### config.mk
export PLATFORM = sky130hd
export DESIGN_NAME = cell_reader_flat
export DESIGN_NICKNAME = d
export VERILOG_FILES = /design/src/rtl/cell_reader_if.sv /design/src/rtl/cell_reader.sv /design/src/flat_wrapper.sv
export SDC_FILE = /design/constraint.sdc
export NUM_CORES = 1
export LEC_CHECK = 0
export ABC_AREA = 1
export BUFFER_PORTS_ARGS = -buffer_cell sky130_fd_sc_hd__buf_2
export CORE_MARGIN = 3
export CORE_UTILIZATION = 42
export CTS_BUF_LIST = sky130_fd_sc_hd__clkbuf_4
export DETAILED_ROUTE_END_ITERATION = 7
export SKIP_CTS_REPAIR_TIMING = 1
export SYNTH_ARGS = -nofsm -noshare
export SYNTH_HDL_FRONTEND = slang
export SYNTH_SLANG_ARGS = --single-unit
### constraint.sdc
create_clock -name clock -period 7.45 [get_ports clock]
set_input_delay 1.8625 -clock clock [delete_from_list [all_inputs] [get_ports clock]]
set_output_delay 1.8625 -clock clock [all_outputs]
set_load 0.01 [all_outputs]
### src/rtl/cell_reader_if.sv
// cell_reader_if
//   Bundles the request, framebuffer read port and result signals of the
//   5x5 cell reader.
//   master : requester / framebuffer side (drives req, x_in, y_in, rd_data)
//   slave  : cell_reader side (drives read strobe/address, status, results)
//   Signals:
//     req, x_in[7:0], y_in[6:0]          scan request and tile coordinate
//     rd_en, rd_addr[14:0], rd_data[2:0] framebuffer read port
//     busy, done, range_err              status
//     wall_count[4:0], nonzero_count[4:0], cell_mask[24:0], is_wall  results
interface cell_reader_if;
  logic        req;
  logic [7:0]  x_in;
  logic [6:0]  y_in;
  logic        rd_en;
  logic [14:0] rd_addr;
  logic [2:0]  rd_data;
  logic        busy;
  logic        done;
  logic        range_err;
  logic [4:0]  wall_count;
  logic [4:0]  nonzero_count;
  logic [24:0] cell_mask;
  logic        is_wall;

  modport master (
    output req, x_in, y_in, rd_data,
    input  rd_en, rd_addr, busy, done, range_err,
           wall_count, nonzero_count, cell_mask, is_wall
  );

  modport slave (
    input  req, x_in, y_in, rd_data,
    output rd_en, rd_addr, busy, done, range_err,
           wall_count, nonzero_count, cell_mask, is_wall
  );
endinterface

### src/rtl/cell_reader.sv
// cell_reader
//   Scans the 25 pixels of one 5x5 maze cell from the shadow framebuffer
//   (160x120, 3-bit colour) and reports wall/nonzero pixel counts, an
//   occupancy mask and a wall classification.
//   Ports:
//     clock    system clock
//     reset_n  synchronous, active-low reset
//     bus      cell_reader_if.slave (request, read port, results)
//   Build option:
//     CELL_READER_MASK_EN  defined   -> cell_mask register is built
//                          undefined -> cell_mask tied to zero
module cell_reader #(
  parameter logic [2:0] WALL_COLOUR = 3'b001,
  parameter logic [4:0] WALL_THRESH = 5'd13
) (
  input logic         clock,
  input logic         reset_n,
  cell_reader_if.slave bus
);

  typedef enum logic [2:0] {IDLE, SCAN, DRAIN, DONE, ERR} state_t;

  localparam logic [5:0] LOC_LAST = 6'b100100;

  state_t      state_q, state_d;
  logic [5:0]  loc_q, loc_d;
  logic [14:0] xb_q, xb_d;
  logic [14:0] yb_q, yb_d;
  logic [4:0]  wall_q, wall_d;
  logic [4:0]  nz_q, nz_d;
  logic        rerr_q, rerr_d;
  logic        iswall_q, iswall_d;
  logic        vld_p0;
  logic        scan;
  logic        in_range;
  logic [14:0] addr;

`ifdef CELL_READER_MASK_EN
  logic [24:0] mask_q, mask_d;
  logic [5:0]  loc_p0;

  // Pixel (row,col) maps to mask bit 24-(row*5+col): row 0, col 0 is the MSB.
  function automatic logic [4:0] mask_bit(input logic [5:0] loc);
    return 5'd24 - ({2'b00, loc[5:3]} * 5'd5 + {2'b00, loc[2:0]});
  endfunction
`endif

  assign scan     = (state_q == SCAN);
  assign in_range = (bus.x_in <= 8'd31) && (bus.y_in <= 7'd23);
  assign addr     = (yb_q + {12'd0, loc_q[5:3]}) * 15'd160 + xb_q + {12'd0, loc_q[2:0]};

  assign bus.rd_en         = scan;
  assign bus.rd_addr       = scan ? addr : 15'd0;
  assign bus.busy          = (state_q != IDLE);
  assign bus.done          = (state_q == DONE) || (state_q == ERR);
  assign bus.range_err     = rerr_q;
  assign bus.is_wall       = iswall_q;
  assign bus.wall_count    = wall_q;
  assign bus.nonzero_count = nz_q;
`ifdef CELL_READER_MASK_EN
  assign bus.cell_mask     = mask_q;
`else
  assign bus.cell_mask     = 25'd0;
`endif

  always_comb begin
    state_d  = state_q;
    loc_d    = loc_q;
    xb_d     = xb_q;
    yb_d     = yb_q;
    wall_d   = wall_q;
    nz_d     = nz_q;
    rerr_d   = rerr_q;
    iswall_d = iswall_q;
`ifdef CELL_READER_MASK_EN
    mask_d   = mask_q;
`endif

    // Sample returning from the read issued one cycle earlier.
    if (vld_p0) begin
      if (bus.rd_data == WALL_COLOUR) wall_d = wall_q + 5'd1;
      if (bus.rd_data != 3'b000) begin
        nz_d = nz_q + 5'd1;
`ifdef CELL_READER_MASK_EN
        mask_d[mask_bit(loc_p0)] = 1'b1;
`endif
      end
    end

    case (state_q)
      IDLE: begin
        if (bus.req) begin
          wall_d = 5'd0;
          nz_d   = 5'd0;
`ifdef CELL_READER_MASK_EN
          mask_d = 25'd0;
`endif
          if (in_range) begin
            xb_d     = {7'd0, bus.x_in} * 15'd5;
            yb_d     = {8'd0, bus.y_in} * 15'd5;
            loc_d    = 6'd0;
            rerr_d   = 1'b0;
            iswall_d = 1'b0;
            state_d  = SCAN;
          end else begin
            rerr_d   = 1'b1;
            iswall_d = 1'b1;
            state_d  = ERR;
          end
        end
      end
      SCAN: begin
        if (loc_q == LOC_LAST) begin
          state_d = DRAIN;
        end else if (loc_q[2:0] == 3'd4) begin
          loc_d = {loc_q[5:3] + 3'd1, 3'd0};
        end else begin
          loc_d = {loc_q[5:3], loc_q[2:0] + 3'd1};
        end
      end
      DRAIN: begin
        // wall_d already includes the final sample accumulated this cycle.
        iswall_d = (wall_d >= WALL_THRESH);
        state_d  = DONE;
      end
      DONE:    state_d = IDLE;
      ERR:     state_d = IDLE;
      default: state_d = IDLE;
    endcase
  end

  always_ff @(posedge clock) begin
    if (!reset_n) begin
      state_q <= IDLE;
    end else begin
      state_q <= state_d;
    end
  end

  always_ff @(posedge clock) begin
    if (!reset_n) begin
      loc_q    <= 6'd0;
      wall_q   <= 5'd0;
      nz_q     <= 5'd0;
      rerr_q   <= 1'b0;
      iswall_q <= 1'b0;
      vld_p0   <= 1'b0;
`ifdef CELL_READER_MASK_EN
      mask_q   <= 25'd0;
`endif
    end else begin
      loc_q    <= loc_d;
      wall_q   <= wall_d;
      nz_q     <= nz_d;
      rerr_q   <= rerr_d;
      iswall_q <= iswall_d;
      vld_p0   <= scan;
`ifdef CELL_READER_MASK_EN
      mask_q   <= mask_d;
`endif
    end
  end

  // ---- p0: read issued; loc travels with the outstanding read ----
  always_ff @(posedge clock) begin
    xb_q <= xb_d;
    yb_q <= yb_d;
`ifdef CELL_READER_MASK_EN
    loc_p0 <= loc_q;
`endif
  end

endmodule

### src/flat_wrapper.sv
// flat-port wrapper written by rule: the top's interface ports become plain ports
module cell_reader_flat 
#(
  parameter logic [2:0] WALL_COLOUR = 3'b001,
  parameter logic [4:0] WALL_THRESH = 5'd13
)
  (clock, reset_n, bus_req, bus_x_in, bus_y_in, bus_rd_data, bus_rd_en, bus_rd_addr, bus_busy, bus_done, bus_range_err, bus_wall_count, bus_nonzero_count, bus_cell_mask, bus_is_wall);
  cell_reader_if bus_i ();
  input logic clock;
  input logic reset_n;
  input wire logic [$bits(bus_i.req)-1:0] bus_req;
  input wire logic [$bits(bus_i.x_in)-1:0] bus_x_in;
  input wire logic [$bits(bus_i.y_in)-1:0] bus_y_in;
  input wire logic [$bits(bus_i.rd_data)-1:0] bus_rd_data;
  output wire logic [$bits(bus_i.rd_en)-1:0] bus_rd_en;
  output wire logic [$bits(bus_i.rd_addr)-1:0] bus_rd_addr;
  output wire logic [$bits(bus_i.busy)-1:0] bus_busy;
  output wire logic [$bits(bus_i.done)-1:0] bus_done;
  output wire logic [$bits(bus_i.range_err)-1:0] bus_range_err;
  output wire logic [$bits(bus_i.wall_count)-1:0] bus_wall_count;
  output wire logic [$bits(bus_i.nonzero_count)-1:0] bus_nonzero_count;
  output wire logic [$bits(bus_i.cell_mask)-1:0] bus_cell_mask;
  output wire logic [$bits(bus_i.is_wall)-1:0] bus_is_wall;
  assign bus_i.req = bus_req;
  assign bus_i.x_in = bus_x_in;
  assign bus_i.y_in = bus_y_in;
  assign bus_i.rd_data = bus_rd_data;
  assign bus_rd_en = bus_i.rd_en;
  assign bus_rd_addr = bus_i.rd_addr;
  assign bus_busy = bus_i.busy;
  assign bus_done = bus_i.done;
  assign bus_range_err = bus_i.range_err;
  assign bus_wall_count = bus_i.wall_count;
  assign bus_nonzero_count = bus_i.nonzero_count;
  assign bus_cell_mask = bus_i.cell_mask;
  assign bus_is_wall = bus_i.is_wall;
  cell_reader #(.WALL_COLOUR(WALL_COLOUR), .WALL_THRESH(WALL_THRESH)) u_core (.clock(clock), .reset_n(reset_n), .bus(bus_i));
endmodule
==> summary.md, run 1 <==
| Metric | Value |
|---|---|
| Filler instances | `883` |
| Design area | `4000 um2` |
| Final setup vio count | `0` |
| Pwr Density | `115 nW/um2` |
| IO Pins | `76` |
| Gpl congestion | `0.795` |
| Std-Cell Rows | `33` |
| Yosys warnings | `0` |
| Yosys cell types | `37` |
| CTS tree | `yes` |
| Routed vias/inst | `4.74` |
| Area growth, synth to finish | `8.97%` |
| Cts bufs inserted | `5` |
| Placed Area | `3940 um2` |
| First-pass GRT wire length | `12.2 mm` |
| Int Power | `0.329 mW` |
| Fin. Hold Viols | `0` |
| Die X | `99.5 um` |
| Initial antenna violation count | `0` |
| WL final | `7.20 mm` |
| Setup Skew | `19.0 ps` |
| Register area | `1070 um2` |
| Worst-Margin Slew | `789 ps` |
| Clock tree buffer depth | `2` |
| H-tree levels | `2` |
| Yosys reg bits | `43` |
| IO Port Bufs | `50` |
| Die area | `9900 um2` |
| Initial DRT Pass Iterations | `4` |
| Worst Path Required | `5590 ps` |
| Clock Latency Late Sink | `350 ps` |
| CP Max Fanout | `5` |
| Core area | `8340 um2` |
| DRT iter0 DRCs | `87` |
| Overall die height | `99.5 um` |
| Most common cell after layout, fill and taps aside | `nand2_1` |
| Nets | `608` |
| Outcome | `finished, final reports clean` |
| Antenna-violating nets left | `0` |
| CP arrival | `4260 ps` |
| Top_reg_cell synth | `dfxtp_1` |
| Post-synth EDFFs | `21` |
| Routed wire per std cell | `11.3 um` |
| Pleak | `2.09 nW` |
| Async set-reset flop share out of synthesis | `0%` |
| F_max | `163 MHz` |
| Slew headroom | `47.3%` |
| Gr ovfl total | `0` |
| Register share of total power | `55.9%` |
| Clock share of power | `25.2%` |
| CTS sink count | `43` |
| Synthesized netlist cell count | `479` |
| Vias in the first global route | `2827` |
| Synthesized area | `3670 um2` |
| P_sw | `0.132 mW` |
| Most frequent cells in the layout | `nand2_1, inv_1, nor2_1, buf_2, ha_1` |
| DR DRC count | `0` |
| Max-cap violation count | `0` |
| Post-layout util | `47.9%` |
| Post-synthesis sequential area ratio | `29.2%` |
| Clock-pin slew on the worst setup and hold paths | `130 ps` |
| ANT cells | `0` |
| Crit start category | `register` |
| Layout cells sized above 1 | `14.8%` |
| Hold/Removal Path Class | `reg -> reg` |
| Pin count of the biggest net entering global routing | `22` |
| Placed Cells | `632` |
| VDD IR max | `0.0648 mV` |
| Root Driver | `clkbuf_4` |
| CP endpoint kind | `primary output` |
| Initial Util | `44.0%` |
| Sw Share | `28.7%` |
| Setup CP Type | `reg -> out` |
| Non-filler instance count after layout | `640` |
| Final min period | `6120 ps` |
| Setup TNS | `0 ps` |
| Post-DP HPWL | `6.17 mm` |
| Slew Limit Fails | `0` |
| Tot Pwr | `0.461 mW` |
| Combinational power share | `19.0%` |
| Multi-input logic area | `2260 um2` |
| All-Layer GR Usage | `14.8%` |
| RSZ-0062 raised after global routing | `no` |
| Avg Cell Area, Syn | `7.66 um2` |
| Routed vias | `3035` |
| Final Cycle Share | `82.1%` |
[layer usage]
layer	vias up	global-route usage, %	part of all wire, %
met5	-	0	0
met4	0	4.20	0.97
met3	6	2.81	5.6
met2	63	24.8	46
met1	1325	19.4	47
li1	1641	-	-
[final timing paths]
path / cells after the start / slack (ps) / end / start
max: 20 / 1330 / bus_rd_addr[13] / u_core.yb_q[0]
max reg2reg: 7 / 5510 / u_core.yb_q[3] / u_core.state_q[0]
min: 1 / 460 / u_core.bus.nonzero_count[4] / u_core.bus.nonzero_count[4]
min reg2reg: 1 / 460 / u_core.bus.nonzero_count[4] / u_core.bus.nonzero_count[4]
[synth_stat cells, types with 4 or more instances]
master    number  area share, %
a21oi_1       29            4.0
buf_4         25            5.1
dfxtp_1       22             12
edfxtp_1      21             17
fa_1           5            2.7
ha_1          48             16
inv_1         57            5.8
nand2_1       90            9.2
nand2_2        9            1.5
nand3_1       35            4.8
nand4_1        7            1.2
nor2_1        50            5.1
nor2_2         4           0.68
nor3_1         6           0.82
o21ai_0       21            2.9
xor2_1        20            4.8
[final cells by class]
cell class	count	area share, %
clock inverter	2	0.282
tap	105	3.29
clock buffer	6	1.13
inverter	62	5.82
multi-input combinational	372	56.4
sequential	43	26.8
timing repair buffer	50	6.26
[worst max-delay path, stage by stage (launching register included)]
cell,delay [ps]
edfxtp_1,390
ha_1,240
fa_1,430
nand3_1,110
nand2_2,80
or2_2,270
nand2_1,70
inv_1,60
ha_1,340
fa_1,490
xor2_1,160
ha_1,340
nand2_1,80
nor2_1,140
nand3_1,90
nand2_1,110
nand2_1,70
o21ai_0,130
o21ai_0,100
nor2_1,80
buf_2,130
[sequential cells by signal, summed over array words and instances, names as in the netlist]
name / flops
u_core.xb_q: 11
u_core.yb_q: 10
u_core.loc_q: 6
u_core.bus.nonzero_count: 5
u_core.bus.wall_count: 5
u_core.state_q: 3
u_core.bus.is_wall: 1
u_core.bus.range_err: 1
u_core.vld_p0: 1
[power by group through the flow]
| stage | registers [mW] | clock network, mW | logic, mW |
|---|---|---|---|
| floorplan | 0.263 | 0 | 0.0719 |
| global placement | 0.263 | 0 | 0.0858 |
| detailed placement | 0.263 | 0 | 0.0876 |
| CTS | 0.258 | 0.119 | 0.0885 |
| global route | 0.259 | 0.128 | 0.102 |
| finish | 0.258 | 0.116 | 0.0874 |
[cell families after synthesis]
| group | count (synthesis) | synth area share, % |
|---|---|---|
| AOI/OAI and AO/OA | 63 | 9.44 |
| xor gates and xnor gates | 23 | 5.49 |
| adders and majority gates | 53 | 19.1 |
| buffers and inverters | 88 | 11.8 |
| DFF | 43 | 29.2 |
| muxes | 1 | 0.273 |
| other | 1 | 0.102 |
| and+or+nand+nor | 207 | 24.7 |
[metrics by stage]
step,hold WS (ps),setup WS (ps)
final,460,1330
after global placement,438,1790
after global routing,478,941
after floorplan,471,1970
after detailed placement,436,1700
after CTS,460,1280
(Power assumes the default switching activity.)
==> run 2: changes to the inputs <==
PLACE_DENSITY = 0.66   (was unset)
clock period = 5.3 ns   (was 7.45 ns; I/O delays follow)
==> summary.md, run 2 (synthesis gave the netlist of run 1 again) <==
| Metric | Value |
|---|---|
| Outcome | `finished, final reports clean` |
| RSZ-0062 raised after global routing | `yes` |
| Largest register FFs | `11 (unchanged)` |
| Clock share of power | `25.2% (about the same)` |
| Setup CP Type | `reg -> out` |
| Area growth, synth to finish | `13.7%` |
| F_max | `190 MHz` |
| Hold/Removal Path Class | `reg -> reg` |
| Worst Path Required | `3970 ps (-1620 ps)` |
| DRT iter0 DRCs | `84 (-3.4%)` |
| Clock Latency Late Sink | `370 ps (+20 ps)` |
| Non-filler instance count after layout | `648 (+1.3%)` |
| Register share of total power | `55.6% (-0.3 points)` |
| Pleak | `2.13 nW (+1.9%)` |
| Combinational power share | `19.2% (+0.2 points)` |
| Antenna-violating nets left | `0 (unchanged)` |
| Most common cell after layout, fill and taps aside | `nand2_1` |
| Final Cycle Share | `99.3%` |
| Gpl congestion | `0.878 (+10%)` |
| Overall die height | `99.5 um (unchanged)` |
| P_sw | `0.190 mW (+44%)` |
| IO Port Bufs | `50 (unchanged)` |
| CP endpoint kind | `primary output` |
| Post-DP HPWL | `6.21 mm (+0.57%)` |
| Clock-pin slew on the worst setup and hold paths | `140 ps (about the same)` |
| IO Pins | `76 (unchanged)` |
| WL final | `7.59 mm (+5.3%)` |
| Largest register by flop count | `u_core.xb_q` |
| Cts bufs inserted | `5 (unchanged)` |
| Hold WS | `465 ps (+4.62 ps)` |
| Slew Limit Fails | `0 (unchanged)` |
| Die X | `99.5 um (unchanged)` |
| CTS tree | `yes` |
| Die area | `9900 um2 (unchanged)` |
| Worst-Margin Slew | `719 ps (-70.3 ps)` |
| Final min period | `5260 ps` |
| Post-layout util | `50.0% (+2.1 points)` |
| Vias in the first global route | `2835 (+0.28%)` |
| CTS sink count | `43 (unchanged)` |
| Setup Skew | `19.3 ps (+0.299 ps)` |
| Routed vias/inst | `4.78 (+0.75%)` |
| Core area | `8340 um2 (unchanged)` |
| Layout cells sized above 1 | `19.7% (+4.9 points)` |
| Max-cap violation count | `0 (unchanged)` |
| Placed Cells | `632 (unchanged)` |
| Clock tree buffer depth | `2 (unchanged)` |
| Initial antenna violation count | `0 (unchanged)` |
| Initial DRT Pass Iterations | `5 (+1)` |
| Final setup vio count | `0 (unchanged)` |
| DR DRC count | `0 (unchanged)` |
| Routed wire per std cell | `11.7 um (+4.0%)` |
| First-pass GRT wire length | `12.3 mm (+0.91%)` |
| Gr ovfl total | `0 (unchanged)` |
| Sw Share | `29.2% (+0.53 points)` |
| Routed vias | `3096 (+2.0%)` |
| Crit start category | `register` |
| Nets | `616 (+1.3%)` |
| Std-Cell Rows | `33 (unchanged)` |
| ANT cells | `0 (unchanged)` |
| Initial Util | `44.0% (unchanged)` |
| All-Layer GR Usage | `15.1% (+0.33 points)` |
| Filler instances | `819 (-7.2%)` |
| Slew headroom | `52.0% (+4.7 points)` |
| CP arrival | `3940 ps (-320 ps)` |
| Pin count of the biggest net entering global routing | `22 (unchanged)` |
| Biggest regs | `u_core.xb_q: 11 flops, u_core.yb_q: 10 flops, u_core.loc_q: 6 flops` |
| VDD IR max | `0.154 mV (+140%)` |
| Root Driver | `clkbuf_4` |
| H-tree levels | `2 (unchanged)` |
| Fin. Hold Viols | `0 (unchanged)` |
| Setup TNS | `0 ps (unchanged)` |
| Int Power | `0.461 mW (+40%)` |
| CP Max Fanout | `5 (unchanged)` |
| Pwr Density | `156 nW/um2 (+35%)` |
| Most frequent cells in the layout | `nand2_1, inv_1, buf_2` |
[run 2: cell count changes in the layout (fill, tap and decap cells not counted), sizes merged]
cell	before	now
buf	50	58
clkinv	3	2
clkbuf	6	5
inv	61	62
clkinvlp	0	1
[run 2: metal layers]
layer  track usage, %  wire, um  vias up
met5                0         0        -
met4             4.31       104        0
met3             3.23       382        8
met2             25.8      3700       66
met1             19.2      3400     1365
li1                 -         -     1657
[run 2: power groups by stage]
| stage | Combinational (mW) | Sequential [mW] | Clock (mW) |
|---|---|---|---|
| final | 0.125 | 0.362 | 0.164 |
| after global routing | 0.145 | 0.363 | 0.188 |
| after CTS | 0.121 | 0.362 | 0.172 |
| after detailed placement | 0.120 | 0.370 | 0 |
| after global placement | 0.117 | 0.370 | 0 |
| after floorplan | 0.101 | 0.370 | 0 |
[run 2: stage by stage]
step | power (mW) | cell area [um2] | setup WS [ps]
3_5_place_dp | 0.490 | 3940 | 82.3
2_1_floorplan | 0.471 | 3760 | 358
6_report | 0.651 | 4170 | 38.4
3_3_place_gp | 0.487 | 3940 | 166
5_1_grt | 0.696 | 4170 | -189
4_1_cts | 0.656 | 4000 | -340
[run 2: final timing paths]
path	startpoint	to	slack (ps)	cells after the start
worst max register to register	u_core.state_q[2]	u_core.loc_q[3]	3400	7
worst min register to register	u_core.bus.nonzero_count[4]	u_core.bus.nonzero_count[4]	460	1
worst min-delay path	u_core.bus.nonzero_count[4]	u_core.bus.nonzero_count[4]	460	1
worst max-delay path	u_core.loc_q[3]	bus_rd_addr[13]	40	20
[run 2: critical path, cell delays in order (launching register included)]
cell and delay (ps):
dfxtp_1 390, ha_2 220, fa_2 410, nand3_2 80, nand2_2 80, or2_4 260, nand2_4 80, inv_4 40
ha_4 210, fa_2 360, xor2_1 150, ha_1 350, a21oi_1 160, o21ai_1 100, a21oi_1 160, nand2_2 90
nand2_2 80, o21ai_1 60, o21ai_1 80, nor2_1 50, buf_2 150
[run 2: final cells by class]
| class | instances | area, um2 | area share (%) |
|---|---|---|---|
| Multi-Input combinational cell | 372 | 2360 | 56.7 |
| Inverter | 62 | 235 | 5.64 |
| Timing Repair Buffer | 58 | 310 | 7.44 |
| Clock inverter | 3 | 22.5 | 0.540 |
| Tap cell | 105 | 131 | 3.15 |
| Clock buffer | 5 | 37.5 | 0.900 |
| Sequential cell | 43 | 1070 | 25.7 |
==> run 3: changes to the inputs <==
SETUP_SLACK_MARGIN = 0.1   (was unset)
==> summary.md, run 3 (synthesis gave the netlist of run 1 again) <==
| Metric | Value |
|---|---|
| Core area | `8340 um2 (unchanged)` |
| VDD IR max | `0.154 mV (about the same)` |
| Slew headroom | `52.0% (about the same)` |
| Worst setup path startpoint | `u_core.loc_q[3]` |
| CTS sink count | `43 (unchanged)` |
| CP Depth | `20 (unchanged)` |
| P_sw | `0.190 mW (about the same)` |
| Register share of total power | `55.6% (about the same)` |
| Antenna-violating nets left | `0 (unchanged)` |
| Fin. Hold Viols | `0 (unchanged)` |
| Met1 Wirelength | `3.39 mm (-0.41%)` |
| Area growth, synth to finish | `13.7% (about the same)` |
| Largest register by flop count | `u_core.xb_q` |
| Outcome | `finished, final reports clean` |
| Hold/Removal Path Class | `reg -> reg` |
| Worst Path Required | `3970 ps (about the same)` |
| Pwr Density | `156 nW/um2 (about the same)` |
| Post-DP HPWL | `6.21 mm (unchanged)` |
| Cts bufs inserted | `5 (unchanged)` |
| Final Cycle Share | `99.2% (about the same)` |
| All-Layer GR Usage | `15.1% (unchanged)` |
| Clock tree buffer depth | `2 (unchanged)` |
| Setup CP Type | `reg -> out` |
| Most frequent cells in the layout | `nand2_1, inv_1, buf_2` |
| Clock Latency Late Sink | `370 ps (about the same)` |
| CP arrival | `3930 ps (about the same)` |
| Overall die height | `99.5 um (unchanged)` |
| Met2 Wirelength | `3.71 mm (+0.22%)` |
| Std-Cell Rows | `33 (unchanged)` |
| Initial Util | `44.0% (unchanged)` |
| Crit path cell chain | `ha_2 -> fa_2 -> nand3_2 -> nand2_2 -> or2_4 -> nand2_4 -> inv_4 -> ha_4 -> fa_2 -> xor2_1 -> ha_1 -> a21oi_1 -> o21ai_1 -> a21oi_1 -> nand2_2 -> nand2_2 -> o21ai_1 -> o21ai_1 -> nor2_1 -> buf_2` |
| Worst R2R Setup Slack | `3400 ps (about the same)` |
| Final min period | `5260 ps (-4.89 ps)` |
| Worst-Margin Slew | `719 ps (+0.00244 ps)` |
| Max-cap violation count | `0 (unchanged)` |
| Layout cells sized above 1 | `19.9% (+0.18 points)` |
| Worst path slowest cell | `fa_2` |
| Gr ovfl total | `0 (unchanged)` |
| Routed vias/inst | `4.78 (unchanged)` |
| ANT cells | `0 (unchanged)` |
| WP buf/inv | `2 (unchanged)` |
| Reg2reg end | `u_core.loc_q[3]` |
| Crit-path max cell delay | `410 ps (about the same)` |
| Routed vias | `3096 (unchanged)` |
| Register area | `1070 um2 (unchanged)` |
| Routed wire per std cell | `11.7 um (about the same)` |
| Crit Reg-Reg Startpoint | `u_core.state_q[2]` |
| Hold WS | `465 ps (unchanged)` |
| Setup Skew | `19.3 ps (+0.0479 ps)` |
| Combinational power share | `19.2% (about the same)` |
| Met3 WL | `385 um (+0.79%)` |
| Int Power | `0.461 mW (about the same)` |
| Pleak | `2.13 nW (about the same)` |
| Largest register FFs | `11 (unchanged)` |
| H-tree levels | `2 (unchanged)` |
| DRT iter0 DRCs | `97 (+15%)` |
| Non-filler instance count after layout | `648 (unchanged)` |
| Die X | `99.5 um (unchanged)` |
| Clock-pin slew on the worst setup and hold paths | `140 ps (about the same)` |
| Die area | `9900 um2 (unchanged)` |
| CTS tree | `yes` |
| Top layer in use | `met4` |
| Post-layout util | `50.0% (about the same)` |
| Biggest regs | `u_core.xb_q: 11 flops, u_core.yb_q: 10 flops, u_core.loc_q: 6 flops` |
| Most common cell after layout, fill and taps aside | `nand2_1` |
| Root Driver | `clkbuf_4` |
| Filler instances | `819 (unchanged)` |
| CP Max Fanout | `5 (unchanged)` |
| Slew Limit Fails | `0 (unchanged)` |
| WL final | `7.58 mm (about the same)` |
| RSZ-0062 raised after global routing | `yes` |
| IO Port Bufs | `50 (unchanged)` |
| F_max | `190 MHz (about the same)` |
| Nets | `616 (unchanged)` |
| Multi-input logic area | `2370 um2 (+0.11%)` |
| Placed Cells | `632 (unchanged)` |
| Critical path's top delay family | `adder cells` |
| Initial antenna violation count | `0 (unchanged)` |
| Final setup vio count | `0 (unchanged)` |
| Clock share of power | `25.2% (about the same)` |
| Worst setup path endpoint | `bus_rd_addr[13]` |
| First-pass GRT wire length | `12.3 mm (unchanged)` |
| CP endpoint kind | `primary output` |
| Gpl congestion | `0.878 (unchanged)` |
| Pin count of the biggest net entering global routing | `22 (unchanged)` |
| Crit start category | `register` |
| Setup TNS | `0 ps (unchanged)` |
| Initial DRT Pass Iterations | `4 (-1)` |
| IO Pins | `76 (unchanged)` |
| Vias in the first global route | `2835 (unchanged)` |
| Sw Share | `29.2% (about the same)` |
| Register-to-Register Path Depth | `7 (unchanged)` |
| DR DRC count | `0 (unchanged)` |
-- run 3: cell type report --
type | instances | share of cell area [%]
Timing Repair Buffer | 58 | 7.43
Sequential cell | 43 | 25.7
Inverter | 62 | 5.64
Tap cell | 105 | 3.15
Clock inverter | 3 | 0.540
Multi-Input combinational cell | 372 | 56.7
Clock buffer | 5 | 0.899
-- run 3: metal layers --
metal | track usage (%) | vias up
li1 | - | 1657
met5 | 0 | -
met2 | 25.8 | 68
met3 | 3.23 | 8
met4 | 4.31 | 0
met1 | 19.2 | 1363
-- run 3: how the worst min path moves through the flow --
| stage | start | to | depth (start not counted) | slack, ps |
|---|---|---|---|---|
| after CTS | u_core.bus.nonzero_count[4] | u_core.bus.nonzero_count[4] | 1 | 470 |
| final | u_core.bus.nonzero_count[4] | u_core.bus.nonzero_count[4] | 1 | 460 |
| after floorplan | u_core.loc_q[0] | u_core.loc_q[0] | 2 | 470 |
| after global routing | u_core.bus.nonzero_count[4] | u_core.bus.nonzero_count[4] | 1 | 500 |
| after detailed placement | u_core.bus.nonzero_count[4] | u_core.bus.nonzero_count[4] | 1 | 450 |
| after global placement | u_core.bus.nonzero_count[4] | u_core.bus.nonzero_count[4] | 1 | 440 |
-- run 3: power by group through the flow --
stage | clock network (mW) | registers [mW] | logic, mW
after floorplan | 0 | 0.370 | 0.101
after global placement | 0 | 0.370 | 0.117
after detailed placement | 0 | 0.370 | 0.120
after CTS | 0.172 | 0.362 | 0.121
after global routing | 0.188 | 0.363 | 0.145
final | 0.164 | 0.362 | 0.125
-- run 3: worst reg2reg max path, stage by stage, from the launching register on --
cell,delay (ps)
dfxtp_1,370
nor2_1,110
inv_1,70
nor2_4,270
inv_1,270
nor2_1,280
nand2_1,140
o31ai_1,300
-- run 3: through the flow --
step	instance area [um2]	setup slack, ps	total power [mW]
2_1_floorplan	3760	358	0.471
3_3_place_gp	3940	166	0.487
3_5_place_dp	3940	82.3	0.490
4_1_cts	4000	-340	0.656
5_1_grt	4170	-189	0.696
6_report	4170	43.3	0.651
